<file path="src/rtl/full_adder_pipe.sv">
// full_adder_pipe: ripple-carry adder for WIDTH-bit operands plus a
// carry-in, with registered outputs and a one-cycle valid pipeline.
// With the default WIDTH=1 it is a classic registered 1-bit full adder.
//
// Parameters:
//   WIDTH      operand and sum width in bits, 1..64
//
// Ports:
//   clk        rising-edge clock
//   rst_n      synchronous active-low reset; clears sum, carry, out_valid
//   in_valid   qualifies A, B, C in this cycle
//   A, B       unsigned WIDTH-bit operands
//   C          carry-in
//   out_valid  high for the one cycle after an accepted operand set
//   sum        registered (A + B + C) mod 2^WIDTH
//   carry      registered carry-out, bit WIDTH of A + B + C
//   ovf        registered signed overflow, c_WIDTH ^ c_(WIDTH-1)
//              (present only when FULL_ADDER_OVF_EN is defined)
//
// Configuration macro: FULL_ADDER_OVF_EN adds the ovf output and its logic.
// When an operand set is not valid, every output register holds its value,
// so unknowns on A/B/C in idle cycles never reach the outputs.
module full_adder_pipe #(
  parameter int WIDTH = 1
) (
  input  logic             clk,
  input  logic             rst_n,
  input  logic             in_valid,
  input  logic [WIDTH-1:0] A,
  input  logic [WIDTH-1:0] B,
  input  logic             C,
  output logic             out_valid,
  output logic [WIDTH-1:0] sum,
  output logic             carry
`ifdef FULL_ADDER_OVF_EN
  ,
  output logic             ovf
`endif
);

  // One full-adder bit cell: returns {carry_out, sum_bit}.
  function automatic logic [1:0] fa_cell(input logic a, input logic b, input logic ci);
    logic s;
    logic co;
    s  = a ^ b ^ ci;
    co = (a & b) | (a & ci) | (b & ci);
    return {co, s};
  endfunction

  // c_s[i] is the carry into bit i; c_s[0] is the external carry-in.
  logic [WIDTH:0]   c_s;
  logic [WIDTH-1:0] sum_s;
  logic [1:0]       cell_s;

  // Ripple the carry combinationally from bit 0 upward.
  always_comb begin
    c_s    = {(WIDTH+1){1'b0}};
    sum_s  = {WIDTH{1'b0}};
    cell_s = 2'b00;
    c_s[0] = C;
    for (int i = 0; i < WIDTH; i++) begin
      cell_s     = fa_cell(A[i], B[i], c_s[i]);
      sum_s[i]   = cell_s[0];
      c_s[i+1]   = cell_s[1];
    end
  end

  // Output registers: reset wins, load on valid, otherwise hold data and drop valid.
  always_ff @(posedge clk) begin
    if (!rst_n) begin
      sum       <= {WIDTH{1'b0}};
      carry     <= 1'b0;
      out_valid <= 1'b0;
    end else if (in_valid) begin
      sum       <= sum_s;
      carry     <= c_s[WIDTH];
      out_valid <= 1'b1;
    end else begin
      sum       <= sum;
      carry     <= carry;
      out_valid <= 1'b0;
    end
  end

`ifdef FULL_ADDER_OVF_EN
  // Signed overflow: carry into the sign bit differs from carry out of it.
  // For WIDTH=1 the carry into the sign bit is C itself (c_s[0]).
  logic ovf_s;

  // Overflow flag derived from the two top carries of the ripple chain.
  always_comb begin
    ovf_s = c_s[WIDTH] ^ c_s[WIDTH-1];
  end

  // Overflow register tracks carry: reset to 0, load on valid, else hold.
  always_ff @(posedge clk) begin
    if (!rst_n) begin
      ovf <= 1'b0;
    end else if (in_valid) begin
      ovf <= ovf_s;
    end else begin
      ovf <= ovf;
    end
  end
`endif

endmodule

</file>
<file path="config.mk">
export PLATFORM = sky130hd
export DESIGN_NAME = full_adder_pipe
export DESIGN_NICKNAME = d
export VERILOG_FILES = /design/src/rtl/full_adder_pipe.sv
export SDC_FILE = /design/constraint.sdc
export NUM_CORES = 1
export LEC_CHECK = 0
export CAP_MARGIN = 10
export CORE_AREA = 2 2 39 41
export CTS_CLUSTER_DIAMETER = 60
export DETAILED_ROUTE_END_ITERATION = 12
export DIE_AREA = 0 0 41 43
export PLACE_DENSITY = 0.3
export SLEW_MARGIN = 20
export SYNTH_ARGS = -nofsm -noshare
export SYNTH_HDL_FRONTEND = slang
export SYNTH_SLANG_ARGS = --single-unit
</file>
<file path="constraint.sdc">
create_clock -name clk -period 2.3 [get_ports clk]
set_clock_uncertainty 0.1 [all_clocks]
set_input_delay 0.46 -clock clk [delete_from_list [all_inputs] [get_ports clk]]
set_output_delay 0.46 -clock clk [all_outputs]
set_load 0.005 [all_outputs]
</file>
* Yosys cells after proc, flatten, opt, wreduce, memory -nomap -nowiden
Cells that the tools add are included. Widths: inputs -> output; s select.
Storage, ports and cells: bits in registers 3, latch bits 0, RAM bits 0, ROM bits 0, input bits 6, output and inout port bits 3, logic and storage cells 11, memories kept 0
Operators by class: $add $sub $neg 0, $mul 0, divide/modulo/power cells 0, $lt $le $gt $ge 0, equal/unequal tests 0, shift-type cells 0, mux-type cells 1, bitwise gates (word level) 7, reductions and logical operators 0
Operators with widths (number):
- $and 1x1->1 | 3
- $or 1x1->1 | 2
- $xor 1x1->1 | 2
- $mux 1 | 1

* Depth between registers and ports, before layout
Gate-level depths: netlist of run 1.
depth in word-level cells 3, mapped depth 3, mapped depth without buffers 3

* Least setup slack after synthesis of run 1
No wires, ideal clock.
path kind input to register, start input A, end register sum, setup time 0.116 ns, arrival 1.087 ns, required time 2.084 ns, slack 0.997 ns, cell stages on the path 3, buffers on the path 0, cell sequence fa_1 > mux2i_1 > nor2b_1
Between the ends: cells in the longest elaborated chain, start to end 2
Ends and longest elaborated chain:
- start, declared | RTL line 29 | input logic [WIDTH-1:0] A,
- $xor 1x1->1 (2 in a row) | RTL line 45 | s = a ^ b ^ ci;
- end signal, assigned | RTL line 71 | sum <= {WIDTH{1'b0}};
- end signal, assigned | RTL line 75 | sum <= sum_s;
- end signal, assigned | RTL line 79 | sum <= sum;
- end, declared | RTL line 33 | output logic [WIDTH-1:0] sum,
Every way passes these cells. A chain may end at the register's enable or synchronous reset.

* Worst setup path in the final report of run 1
start register sum, end output sum
No word-level cell between the ends.

==> run metrics, run 1 <==
Num CTS Buffers=3; DRT Pass-1 Iters=2; worst r2r src=carry; Setup Total Neg Slack=0 ns; clk buf depth=2; initial antenna violation count=0; FF+latch count, synth=3; fraction of the cycle the final worst path needs=0.6989; Final Hold Viols=0; Pwr Density=712.6 nW/um^2; Final min period=1.608 ns; vias per cell=2.838; GPL Wtd Cong=0.5549; internal power=140.0 uW; antenna viol nets, final=0; grt ovf=0; # setup viols final=0; Top Ports=9; dominant cell type by area after synthesis=dfxtp_1; routed len/inst=8.054 um; die area=1763 um^2; Synth Warn #=0; Initial Utilization=0.08680; Worst path max stage delay=0.50 ns; layout cells sized above 1=0.1905; worst vdd ir=0.0001462 V; reg2reg setup slack=1.61 ns; Die X=41 um; dpl hpwl=239.3 um; Psw=35.69 uW; worst-path cell chain=clkdlybuf4s50_1; combinational share of power=0.152; clock slew at reported path FFs=0.04 ns; post-synth top area share=0.5000; sequential area share after synthesis=0.5000; sw frac=0.2032; DRC Markers=0; Worst Hold End=sum; Detailed Route Iter0 Violations=1; CP arrival=1.05 ns; Crit Path Class=flip-flop to primary output; CTS tree=done; pin count of the biggest net entering global routing=4; chip height=43 um; core area=1384 um^2; Hold Crit Class=flip-flop to flip-flop; achievable frequency=622.1 MHz; P&R area growth vs syn=105.2%; ys flop type=dfxtp_1; CP Launch Type=flip-flop; Post-synth ARST share=0; crit path buf inv count=1; Crit. End Element=primary output; Leak=0.00009611 uW; Setup Buffers After CTS=0; Slew HR=0.9143; Flop pwr share=0.328; Site Rows=14; number of global-route vias before repair=117; clk sinks=3; CTS root buf=clkbuf_4; leading cell types by count after synthesis=3 x dfxtp_1, 2 x mux2i_1, 2 x nor2b_1; worst-path maximum fanout=2; reg2reg end=carry; required time worst endpoint=1.74 ns; actual slew at the worst max-slew pin=0.1249 ns; PortBufs=8; first-pass GRT wire length=400 um; HP Start=sum; CP top delay family=buffers and inverters; Synth Area per Inst=13.35 um^2; Post-Syn Instances=9; count leader, synth=dfxtp_1; mapped cell area=120.1 um^2; Final Max Tran Viols=0; # diodes=0; CP max-delay cell=clkdlybuf4s50_1; Worst-Skew Late Latency=0.23 ns; GR Util All Layers=0.04609; CTS Hold Bufs=0; syn_nets=16; Max-Cap Viols=0; Vias=105; Yosys cell types=5; unrepaired setup endpoints after global routing=false; Final #Nets=29; Hold Path Depth=2; EDFF count, synth=0; top post-synthesis cells by area=dfxtp_1 50%, fa_1 17%, mux2i_1 17%, nor2b_1 10%, and2_2 6.3%; status=completed; Clk pwr share=0.520; H-Tree Depth=1; WHS=0.4092 ns; CTS resizes=0; Routed WL=298 um; R2R depth=2
routing by layer:
metal	vias up	global-route usage	wire length, um
met5	-	0	0
met4	0	0.1000	0
met3	0	0.03665	58
met2	9	0.04375	126
met1	44	0.03195	113
li1	52	-	-
state kept, by name, summed over array words and instances (netlist names):
signal / cells
out_valid: 1
sum: 1
carry: 1
final cells by class:
cell class	count	area, um^2
flip-flops and latches	3	60.06
repair buffers	8	80.08
well taps	16	20.02
fillers	158	1137
clock buffers	4	26.28
multi-input cells	6	60.06
placed cells by master, fill, tap and decap left out:
cell	Yosys	layout
clkbuf_4	0	3
mux2i_1	2	2
clkbuf_1	0	1
clkdlybuf4s50_1	0	8
dfxtp_1	3	3
fa_1	1	1
nor2b_1	2	2
and2_2	1	1
power groups by stage:
stage	Sequential (uW)	Combinational (uW)	Clock [uW]
2_1_floorplan	58.9	7.06	0
5_1_grt	57.8	29.4	97.0
3_5_place_dp	58.4	27.3	0
4_1_cts	57.6	27.4	97.8
3_3_place_gp	58.5	27.3	0
6_report	57.6	26.7	91.3
stage by stage:
step | total power [uW] | setup slack, ns | instances | utilization | area, um^2
3_3_place_gp | 85.73 | 0.4879 | 33 | 0.1591 | 220.2
3_5_place_dp | 85.70 | 0.4970 | 33 | 0.1591 | 220.2
2_1_floorplan | 65.95 | 0.9966 | 9 | - | 120.1
4_1_cts | 182.9 | 0.6728 | 37 | 0.1781 | 246.5
5_1_grt | 184.1 | 0.6540 | 37 | 0.1781 | 246.5
6_report | 175.6 | 0.6925 | 37 | 0.1781 | 246.5
kinds of logic (layout without fill, tap and decap cells):
group	after synthesis	in the layout	synth area share
flops	3	3	0.5000
simple gates	3	3	0.1667
mux	2	2	0.1667
buf+inv	0	12	0
fa+ha+maj	1	1	0.1667
worst max path at each step:
stage	to	depth (start not counted)	start
floorplan	sum	3	A
global placement	sum	4	A
detailed placement	sum	4	A
CTS	carry	1	carry
global route	carry	1	carry
finish	sum	1	sum
(Power assumes the default switching activity.)
==> run 2, diff against run 1 <==
==> constraint.sdc (replaced) <==
create_clock -name clk -period 1.61 [get_ports clk]
set_clock_uncertainty 0.1 [all_clocks]
set_input_delay 0.322 -clock clk [delete_from_list [all_inputs] [get_ports clk]]
set_output_delay 0.322 -clock clk [all_outputs]
set_load 0.005 [all_outputs]
==> run 2 against run 1 <==
  * Non-clock buffer count unchanged
  * First-iteration DRC count unchanged
  * Sequential power is 43% higher
==> run metrics, run 2 (synthesis results as in run 1) <==
first-pass GRT wire length=434 um (was 400 um); H-Tree Depth=1 (unchanged); fill cell count=157 (was 158); Num CTS Buffers=3 (unchanged); Slew HR=0.9043 (was 0.9143); dpl ws=-0.06176 ns (was 0.4970 ns); required time worst endpoint=1.19 ns (was 1.74 ns); # diodes=0 (unchanged); PortBufs=8 (unchanged); CP Launch Type=flip-flop (unchanged); sw frac=0.1948 (was 0.2032); CTS tree=done (unchanged); Flop pwr share=0.333 (was 0.328); clk buf depth=2 (unchanged); Clk pwr share=0.513 (was 0.520); worst-path maximum fanout=2 (unchanged); internal power=199.8 uW (was 140.0 uW); Crit Path Class=flip-flop to primary output (unchanged); clk sinks=3 (unchanged); fraction of the cycle the final worst path needs=0.9111; Detailed Route Iter0 Violations=1 (unchanged); GPL Wtd Cong=0.5552 (was 0.5549); CP arrival=1.04 ns (was 1.05 ns); Setup crit start=sum (unchanged); die area=1763 um^2 (unchanged); core area=1384 um^2 (unchanged); Final Util=0.1781 (unchanged); CP top delay family=buffers and inverters (unchanged); achievable frequency=681.7 MHz; Final min period=1.467 ns; routed len/inst=7.243 um (was 8.054 um); Vias=106 (was 105); pin count of the biggest net entering global routing=4 (unchanged); antenna viol nets, final=0 (unchanged); Final Max Tran Viols=0 (unchanged); Crit. End Element=primary output (unchanged); crit path buf inv count=1 (unchanged); most frequent cells in the layout=8 x clkdlybuf4s50_1, 3 x dfxtp_1, 3 x clkbuf_4, 2 x mux2i_1, 2 x nor2b_1 (unchanged); Finished Layout Cells=37 (unchanged); P&R area growth vs syn=105.2% (unchanged); vias per cell=2.865 (was 2.838); Leak=0.00009611 uW (unchanged); worst-path cell chain=clkdlybuf4s50_1 (unchanged); Most Used Layer, Global Route=met4 (unchanged); combinational share of power=0.154 (was 0.152); Die X=41 um (unchanged); GR Util All Layers=0.04509 (was 0.04609); WHS=0.4235 ns (was 0.4092 ns); # setup viols final=0 (unchanged); Pwr Density=1007 nW/um^2 (was 712.6 nW/um^2); CTS Hold Bufs=0 (unchanged); worst r2r src=carry (unchanged); chip height=43 um (unchanged); met3 global-route usage=0.03141 (was 0.03665); PnR worst setup slack=0.1431 ns (was 0.6925 ns); DRT Pass-1 Iters=2 (unchanged); unrepaired setup endpoints after global routing=false (unchanged); Initial Utilization=0.08680 (unchanged); Hold Crit Class=flip-flop to flip-flop (unchanged); CTS resizes=0 (unchanged); Final Hold Viols=0 (unchanged); clock slew at reported path FFs=0.03 ns (was 0.04 ns); most common cell after layout, fill and taps aside=clkdlybuf4s50_1 (unchanged); dpl hpwl=223.9 um (was 239.3 um); initial antenna violation count=0 (unchanged); Site Rows=14 (unchanged); Psw=48.34 uW (was 35.69 uW); Worst-Skew Late Latency=0.23 ns (about the same); worst vdd ir=0.0002497 V (was 0.0001462 V); CTS root buf=clkbuf_4 (unchanged); HP Start=carry (was sum); CP max-delay cell=clkdlybuf4s50_1 (unchanged); DRC Markers=0 (unchanged); placed insts=33 (unchanged); top flop regs=carry (1), out_valid (1), sum (1) (unchanged); Top Ports=9 (unchanged); Setup Buffers After CTS=0 (unchanged); Final #Nets=29 (unchanged); grt ovf=0 (unchanged); grt met2 use=0.04688 (was 0.04375); status=completed (unchanged); Max-Cap Viols=0 (unchanged); number of global-route vias before repair=130 (was 117); actual slew at the worst max-slew pin=0.1395 ns (was 0.1249 ns); Routed WL=268 um (was 298 um); Setup Total Neg Slack=0 ns (unchanged); M1 GR Usage=0.03834 (was 0.03195); layout cells sized above 1=0.1905 (unchanged); Worst path max stage delay=0.50 ns (about the same)
[run 2: final timing paths]
kind	cells past startpoint	end	slack, ns
min	2	carry	0.42
max reg2reg	2	carry	0.91
max	1	sum	0.14
min reg2reg	2	carry	0.42
[run 2: area by class of cell]
cell class | count | area [um^2] | share of cell area
Sequential cell | 3 | 60.06 | 0.2437
Clock buffer | 4 | 26.28 | 0.1066
Multi-Input combinational cell | 6 | 60.06 | 0.2437
Tap cell | 16 | 20.02 | 0.08122
Timing Repair Buffer | 8 | 80.08 | 0.3249
[run 2: metrics by stage]
stage	instance area, um^2	power (uW)
global placement	220.2	122.4
CTS	246.5	257.2
global route	246.5	269.5
detailed placement	220.2	122.8
floorplan	120.1	94.21
finish	246.5	248.2
[run 2: per-layer routing]
metal	vias to the layer above	share of wire
li1	52	-
met1	45	0.47
met2	9	0.34
met3	0	0.19
met4	0	0
met5	-	0
[run 2: power by group through the flow]
stage / combinational, uW / sequential [uW] / clock, uW
after detailed placement: 39.1 / 83.7 / 0
after CTS: 39.3 / 82.6 / 135
after global routing: 43.7 / 83.3 / 143
after floorplan: 10.1 / 84.1 / 0
final: 38.2 / 82.6 / 127
after global placement: 38.9 / 83.5 / 0
